===== src/rtl/udp_frame_assembler.sv =====
// udp_frame_assembler
//   Takes one 64-bit UDP header per frame and emits it as two 32-bit
//   AXI-Stream beats. It then passes the payload stream through unchanged
//   until tlast. Payload bytes are counted, and a frame whose size disagrees
//   with the header's udp_length field is flagged with a one-cycle len_err
//   pulse.
//
// Parameters
//   LEN_CHECK     : 1 enables the length comparison, 0 ties len_err low
//
// Ports
//   clk, rstn     : clock and synchronous active-low reset
//   udp_header    : {src_port, dst_port, udp_length, checksum}, MSB-first
//   hdr_valid     : header handshake from the header builder
//   hdr_ready     : header handshake to the header builder
//   s_axis_*      : payload input stream (tdata[31:24] is the first byte)
//   m_axis_*      : assembled frame output stream
//   len_err       : pulses the cycle after a tlast handshake on a size mismatch
module udp_frame_assembler #(
  parameter bit LEN_CHECK = 1'b1
) (
  input  logic        clk,
  input  logic        rstn,
  input  logic [63:0] udp_header,
  input  logic        hdr_valid,
  output logic        hdr_ready,
  input  logic [31:0] s_axis_tdata,
  input  logic [3:0]  s_axis_tkeep,
  input  logic        s_axis_tlast,
  input  logic        s_axis_tvalid,
  output logic        s_axis_tready,
  output logic [31:0] m_axis_tdata,
  output logic [3:0]  m_axis_tkeep,
  output logic        m_axis_tlast,
  output logic        m_axis_tvalid,
  input  logic        m_axis_tready,
  output logic        len_err
);

  localparam int unsigned DATA_W    = 32;
  localparam int unsigned KEEP_W    = 4;
  localparam int unsigned CNT_W     = 16;
  localparam int unsigned POP_W     = 3;
  localparam int unsigned HDR_BYTES = 8;

  typedef enum logic [1:0] {
    IDLE    = 2'd0,
    HDR0    = 2'd1,
    HDR1    = 2'd2,
    PAYLOAD = 2'd3
  } state_t;

  state_t             state;
  logic [63:0]        hdr_q;
  logic [CNT_W-1:0]   byte_cnt;

  logic               hdr_hs;
  logic               pay_hs;
  logic [POP_W-1:0]   keep_bytes;
  logic [CNT_W-1:0]   final_cnt;
  logic               len_mismatch;

  // Number of qualified bytes in one beat.
  function automatic logic [POP_W-1:0] popcount4(input logic [KEEP_W-1:0] k);
    popcount4 = POP_W'(k[0]) + POP_W'(k[1]) + POP_W'(k[2]) + POP_W'(k[3]);
  endfunction

  // Handshakes and the running length comparison.
  always_comb begin
    hdr_hs       = hdr_valid && (state == IDLE);
    pay_hs       = (state == PAYLOAD) && s_axis_tvalid && m_axis_tready;
    keep_bytes   = popcount4(s_axis_tkeep);
    final_cnt    = byte_cnt + CNT_W'(keep_bytes);
    // udp_length covers the 8-byte UDP header as well as the payload.
    len_mismatch = (final_cnt + CNT_W'(HDR_BYTES)) != hdr_q[31:16];
  end

  // Frame sequencing, header capture, byte counting and error pulse.
  always_ff @(posedge clk) begin
    if (!rstn) begin
      state    <= IDLE;
      hdr_q    <= '0;
      byte_cnt <= '0;
      len_err  <= 1'b0;
    end else begin
      len_err <= 1'b0;
      case (state)
        IDLE: begin
          if (hdr_hs) begin
            hdr_q    <= udp_header;
            byte_cnt <= '0;
            state    <= HDR0;
          end
        end
        HDR0: begin
          if (m_axis_tready) state <= HDR1;
        end
        HDR1: begin
          if (m_axis_tready) state <= PAYLOAD;
        end
        PAYLOAD: begin
          if (pay_hs) begin
            byte_cnt <= final_cnt;
            if (s_axis_tlast) begin
              state   <= IDLE;
              len_err <= LEN_CHECK && len_mismatch;
            end
          end
        end
        default: state <= IDLE;
      endcase
    end
  end

  // Output mux: header words from hdr_q, payload straight from the source.
  always_comb begin
    hdr_ready     = 1'b0;
    s_axis_tready = 1'b0;
    m_axis_tdata  = '0;
    m_axis_tkeep  = '0;
    m_axis_tlast  = 1'b0;
    m_axis_tvalid = 1'b0;
    case (state)
      IDLE: begin
        hdr_ready = 1'b1;
      end
      HDR0: begin
        m_axis_tvalid = 1'b1;
        m_axis_tdata  = hdr_q[63:32];
        m_axis_tkeep  = {KEEP_W{1'b1}};
      end
      HDR1: begin
        m_axis_tvalid = 1'b1;
        m_axis_tdata  = hdr_q[DATA_W-1:0];
        m_axis_tkeep  = {KEEP_W{1'b1}};
      end
      PAYLOAD: begin
        s_axis_tready = m_axis_tready;
        m_axis_tvalid = s_axis_tvalid;
        m_axis_tdata  = s_axis_tdata;
        m_axis_tkeep  = s_axis_tkeep;
        m_axis_tlast  = s_axis_tlast;
      end
      default: ;
    endcase
  end

endmodule


===== config.mk =====
export PLATFORM = sky130hd
export DESIGN_NAME = udp_frame_assembler
export DESIGN_NICKNAME = d
export VERILOG_FILES = /design/src/rtl/udp_frame_assembler.sv
export SDC_FILE = /design/constraint.sdc
export NUM_CORES = 1
export LEC_CHECK = 0
export CORE_ASPECT_RATIO = 1.75
export CORE_UTILIZATION = 48
export DETAILED_ROUTE_END_ITERATION = 12
export PLACE_DENSITY = 0.9
export SLEW_MARGIN = 20
export SYNTH_ARGS = -nofsm -noshare
export SYNTH_HDL_FRONTEND = slang
export SYNTH_SLANG_ARGS = --single-unit
export TNS_END_PERCENT = 1

===== constraint.sdc =====
create_clock -name clk -period 4.5 [get_ports clk]
set_input_delay 0.9 -clock clk [delete_from_list [all_inputs] [get_ports clk]]
set_output_delay 0.9 -clock clk [all_outputs]
set_load 0.05 [all_outputs]

* Yosys cells after proc, flatten, opt, wreduce, memory -nomap -nowiden
Index checks and enable logic that the tools add are counted.
** Operators by class
- Add/sub/neg operators :: 5
- Multipliers :: 0
- Divide/modulo/power cells :: 0
- $lt $le $gt $ge :: 0
- Equal/unequal tests :: 9
- Shift-type cells :: 0
- Multiplexer cells :: 15
- Bitwise gates (word level) :: 0
- Reductions and logical operators :: 10
** Operator list (number)
- case mux 32 bit (3 select lines) :: 1
- 2-to-1 mux 16 bit :: 2
- case mux 16 bit (2 select lines) :: 1
- adder 16 x 3 -> 16 bit :: 1
- adder 16 x 4 -> 16 bit (second input constant) :: 1
- != test 16 bit :: 1
- 2-to-1 mux 2 bit :: 5
- != test 2 bit (second input constant) :: 5
- case mux 2 bit (4 select lines) :: 1
- case mux 4 bit (2 select lines) :: 1
- AND reduction 5 bit :: 1
- == test 2 bit (second input constant) :: 2
- AND reduction 4 bit :: 1
- adder 2 x 1 -> 3 bit :: 1
- adder 3 x 1 -> 3 bit :: 1
- logical AND 1 bit :: 3
- 2-to-1 mux 1 bit :: 3
- AND reduction 3 bit :: 1
- adder 1 x 1 -> 2 bit :: 1
- == test 2 x 1 -> 1 bit (second input constant) :: 1
- zero test 2 bit :: 1
- case mux 1 bit (2 select lines) :: 1
- AND reduction 2 bit :: 1
- nonzero test 2 bit :: 1
- OR reduction 2 bit :: 1
** Word-level totals
- Register bits :: 83
- Latch bits :: 0
- RAM bits :: 0
- ROM bits :: 0
- Bits of input ports :: 106
- Memories kept :: 0

* Depth between registers and ports, before layout
- Depth in word-level cells :: 6
- Mapped depth :: 16
- Gate-level depth less buffers :: 16

* Worst setup path before layout
Ideal clock, no wire load.
- Path kind :: input to register
- From :: input port s_axis_tkeep[0]
- To :: register len_err
- Setup time :: 0.074 ns
- Arrival :: 4.038 ns
- Required time :: 4.426 ns
- Slack :: 0.388 ns
- Stages on the path :: 16
- Path buffers :: 1
- Cells stage by stage :: fa_1 inv_1 fa_1 nor2b_1 buf_2 o21ai_0 xnor2_1 ha_1 and4b_1 o211ai_1 o31ai_4 nand3_2 a21o_1 a221o_1 and4b_1 a31oi_1
** Between the ends
- Word-level cells in the longest chain between the ends :: 6
** Ends and longest elaborated chain
- start: declaration :: RTL line 28 : input logic [3:0] s_axis_tkeep,
- adder 1 x 1 -> 2 bit :: RTL line 65 : popcount4 = POP_W'(k[0]) + POP_W'(k[1]) + POP_W'(k[2]) + POP_W'(k[3]);
- adder 2 x 1 -> 3 bit :: RTL line 65
- adder 3 x 1 -> 3 bit :: RTL line 65
- adder 16 x 3 -> 16 bit :: RTL line 73 : final_cnt = byte_cnt + CNT_W'(keep_bytes);
- adder 16 x 4 -> 16 bit :: RTL line 75 : len_mismatch = (final_cnt + CNT_W'(HDR_BYTES)) != hdr_q[31:16];
- != test 16 bit :: RTL line 75
- end signal: assignment :: RTL line 106 : len_err <= LEN_CHECK && len_mismatch;
- end: declaration :: RTL line 37 : output logic len_err
No other way between the ends.
A chain may end at the register's enable or synchronous reset.

* Worst setup path in the final report
- From :: input port s_axis_tkeep[1]
- To :: register len_err
The elaborated chain is that of the path after synthesis.

==> results by group <==
Logic synthesis
  • Mapped Cells: ~620
  • Yosys warnings: 0
  • Post-synthesis adder-cell area fraction: roughly 2.8%
  • Register area share after synthesis: 34.1%
  • Synthesized cell area: 4870 sq um
  • Number of synthesized register bits: between 80 and 90
  • Post-synth EDFFs: 0
  • Syn_nets: roughly 740
  • Most used DFF post-synth: dfxtp_1
  • Syn avg cell area: 7.81 sq um
  • Post-synthesis compound-gate area fraction: about a quarter
  • Post-synthesis async set-or-reset flop share: 0%
  • Area contributors post-synth: dfxtp_1 (34%), nand2_1 (12%), a21boi_0 (10%)
  • Post-synth top area share: 34.1%
  • Fraction of the mapped netlist area in simple logic gates: between 20% and 30%
  • Mux contribution to synthesized area: less than 1%
  • Xor/xnor share of the synthesized area: between 6 and 7%
  • Synth unique cells: 60
  • Main combinational cell family by area after synthesis: simple AND/OR/NAND/NOR gates
  • Yosys top cell by area: dfxtp_1

STA
  • Worst-margin pin slew: about 0.95 ns
  • Slew HR: a little under two fifths
  • Fmax: 229 MHz
  • Clk_skew: about 0.0076 ns
  • RSZ-0062 raised after global routing: no
  • Fin. max-slew vios: 0
  • Setup TNS: 0 ns
  • Tcrit/Tclk final: between 90% and 100%
  • Post-route setup slack: 0.125 ns
  • Period minus WS final: approximately 4.4 ns
  • Final Hold Vio Count: 0
  • Final setup violation count: 0

Floorplan
  • Die width: slightly below 80 microns
  • Cell Rows: 48
  • Die area: 10600 sq um
  • Core area: roughly 9800 sq um
  • Ports: ~150
  • Starting Density: around half
  • Die Ht: 135 microns

Detailed routing
  • Per-cell routed wire length: around 17 microns
  • Pre-antenna DRT Iters: 7
  • Final ANT Viol Nets: 0
  • Final wirelength: 15300 microns
  • First-iteration detailed-routing DRC count: about 500
  • Residual DRC: 0
  • Vias: about 5.2k
  • DR vias/cell: roughly 6

Cells and area
  • Finished Core Util: 68.8%
  • Nets@finish: 863
  • Commonest non-fill, non-tap cell in the layout: nand2_1
  • Most frequent cells in the layout: nand2_1 (155), clkdlybuf4s50_1 (144), dfxtp_1 (83)
  • Layout cells sized above 1: about 8.7%
  • Area delta synth->final: 39.0%

Setup path
  • Critical path class: input pin to flip-flop
  • CP max stage delay: between 0.5 and 0.6 ns
  • Worst Path Max Fanout: 3
  • CP dominant cell by count: and4b_1
  • Worst setup SP type: input pin
  • Buf+Inv Stages, Crit Path: 3
  • Top delay family on crit path: adder cells
  • Worst path cell trace: clkdlybuf4s50_1 -> fa_1 -> inv_1 -> fa_2 -> nor2b_1 -> o21ai_0 -> xnor2_1 -> ha_2 -> buf_4 -> and4b_1 -> o211ai_1 -> o31ai_4 -> nand3_2 -> a21o_1 -> a221o_1 -> and4b_1 -> a31oi_1
  • Worst Setup End Kind: flip-flop
  • Worst Path Required: approximately 4.8 ns
  • Critical Path AT: about 4.6 ns
  • CP max-delay cell: fa_1
  • Worst reg2reg setup slack: 1.32 ns

Clock network
  • CTS Buffer Depth: 2
  • Hold-fix buffer count after cts: 0
  • CTS tree: built
  • Worst-path clk slew: 0.06 ns
  • Root buffer cell: clkbuf_16
  • Clk sinks: slightly above 80
  • H-Tree Depth: 3
  • Clk_lat worst skew: roughly 0.33 ns
  • TritonCTS buffer count: 9

Power and ir drop
  • P per Cell Area: roughly 450 nW/um^2
  • Max VDD drop: 0.607 mV
  • Leak: approximately 2.4 nW

GRT
  • Overflow after GRT: 0
  • Gr usage total: about 30%
  • Global-route wire length before repair: ~24000 microns
  • Number of global-route vias before repair: around 5.1k
  • Initial antenna violation count: 1
  • Pin count of the biggest net entering global routing: 65

Placement
  • GP Congestion: 0.905
  • I/O Buffers: between 100 and 150
  • Dpl ws: -0.557 ns
  • Final HPWL DP: approximately 11000 microns

Job
  • Max-cap violations: 0

Outcome
  • Outcome: finished clean

Worst hold path
  • HP Class: flip-flop to flip-flop
## cell usage after synthesis (2+ instances only)
cell	n
inv_1	10
and2_1	7
nor2b_1	14
nor3b_1	4
nor3_1	12
nor2_1	40
o21a_1	3
and4_1	3
xnor2_1	18
o21ai_0	12
nand2b_1	5
buf_2	7
ha_1	6
fa_1	3
o2111ai_1	2
a222oi_1	32
o211ai_1	2
mux2i_1	2
nand3_2	2
o31a_1	2
nand4_1	4
and4b_1	2
xor2_1	12
and3_1	2
buf_1	5
nor4_1	2
clkbuf_1	42
a21oi_1	20
nand3_1	10
a21boi_0	68
or2_2	2
nand2_1	156
dfxtp_1	83
or3_1	4
## flip-flops by register name, indices dropped and copies added (netlist names)
signal    cells
hdr_q        64
state         2
byte_cnt     16
len_err       1
## routing by layer
metal	GRT usage, %	part of all wire, %
met1	32.7	37
met2	50.8	51
met3	4.11	5.9
met4	20.3	6.0
met5	0	0
## path summary, 6_finish.rpt
kind | start | to | cells past startpoint
min reg2reg | hdr_q[38] | hdr_q[38] | 2
max reg2reg | byte_cnt[0] | len_err | 15
min | hdr_q[38] | hdr_q[38] | 2
max | s_axis_tkeep[1] | len_err | 17
## logic make-up (layout without fill, tap and decap cells)
| logic type | Yosys count | after routing |
|---|---|---|
| compound gates | 158 | 158 |
| buf+inv | 66 | 193 |
| xor+xnor | 32 | 32 |
| mux | 3 | 3 |
| fa+ha+maj | 9 | 9 |
| flops | 83 | 83 |
| other cells | 0 | 1 |
| simple gates | 273 | 273 |
## what timing repair did
action	in CTS	in global routing
buffers inserted	0	0
setup endpoints to repair	1	1
gates cloned	0	0
pin swaps	2	6
resized for setup	5	10
## power breakdown
| group | total (mW) | internal (mW) | switching, mW |
|---|---|---|---|
| clock | 0.680 | 0.397 | 0.283 |
| combinational | 1.45 | 0.483 | 0.963 |
| sequential | 0.943 | 0.853 | 0.0900 |
| total | 3.07 | 1.73 | 1.34 |
## worst register-to-register path, stage by stage (launching register included)
cell	delay, ns
dfxtp_1	0.30
inv_1	0.06
fa_2	0.37
nor2b_1	0.16
o21ai_0	0.12
xnor2_1	0.31
ha_2	0.25
buf_4	0.12
and4b_1	0.20
o211ai_1	0.13
o31ai_4	0.11
nand3_2	0.09
a21o_1	0.20
a221o_1	0.35
and4b_1	0.20
a31oi_1	0.13
## through the flow
| stage | instances | power, mW | hold WS, ns | cell area (sq um) |
|---|---|---|---|---|
| 2_1_floorplan | 624 | 1.90 | 0.443 | 4870 |
| 3_3_place_gp | 862 | 2.33 | 0.450 | 6440 |
| 3_5_place_dp | 862 | 2.37 | 0.459 | 6440 |
| 4_1_cts | 876 | 3.06 | 0.468 | 6730 |
| 5_1_grt | 877 | 3.24 | 0.480 | 6770 |
| 6_report | 877 | 3.07 | 0.467 | 6770 |
## area by class of cell
cell class	instances	area (sq um)
Antenna cell	1	2.50
Clock buffer	12	256
Clock inverter	2	12.5
Fill cell	798	3080
Inverter	10	37.5
Multi-Input combinational cell	475	3020
Sequential cell	83	1660
Tap cell	125	156
Timing Repair Buffer	169	1630
Power figures use the tool's default switching activity.
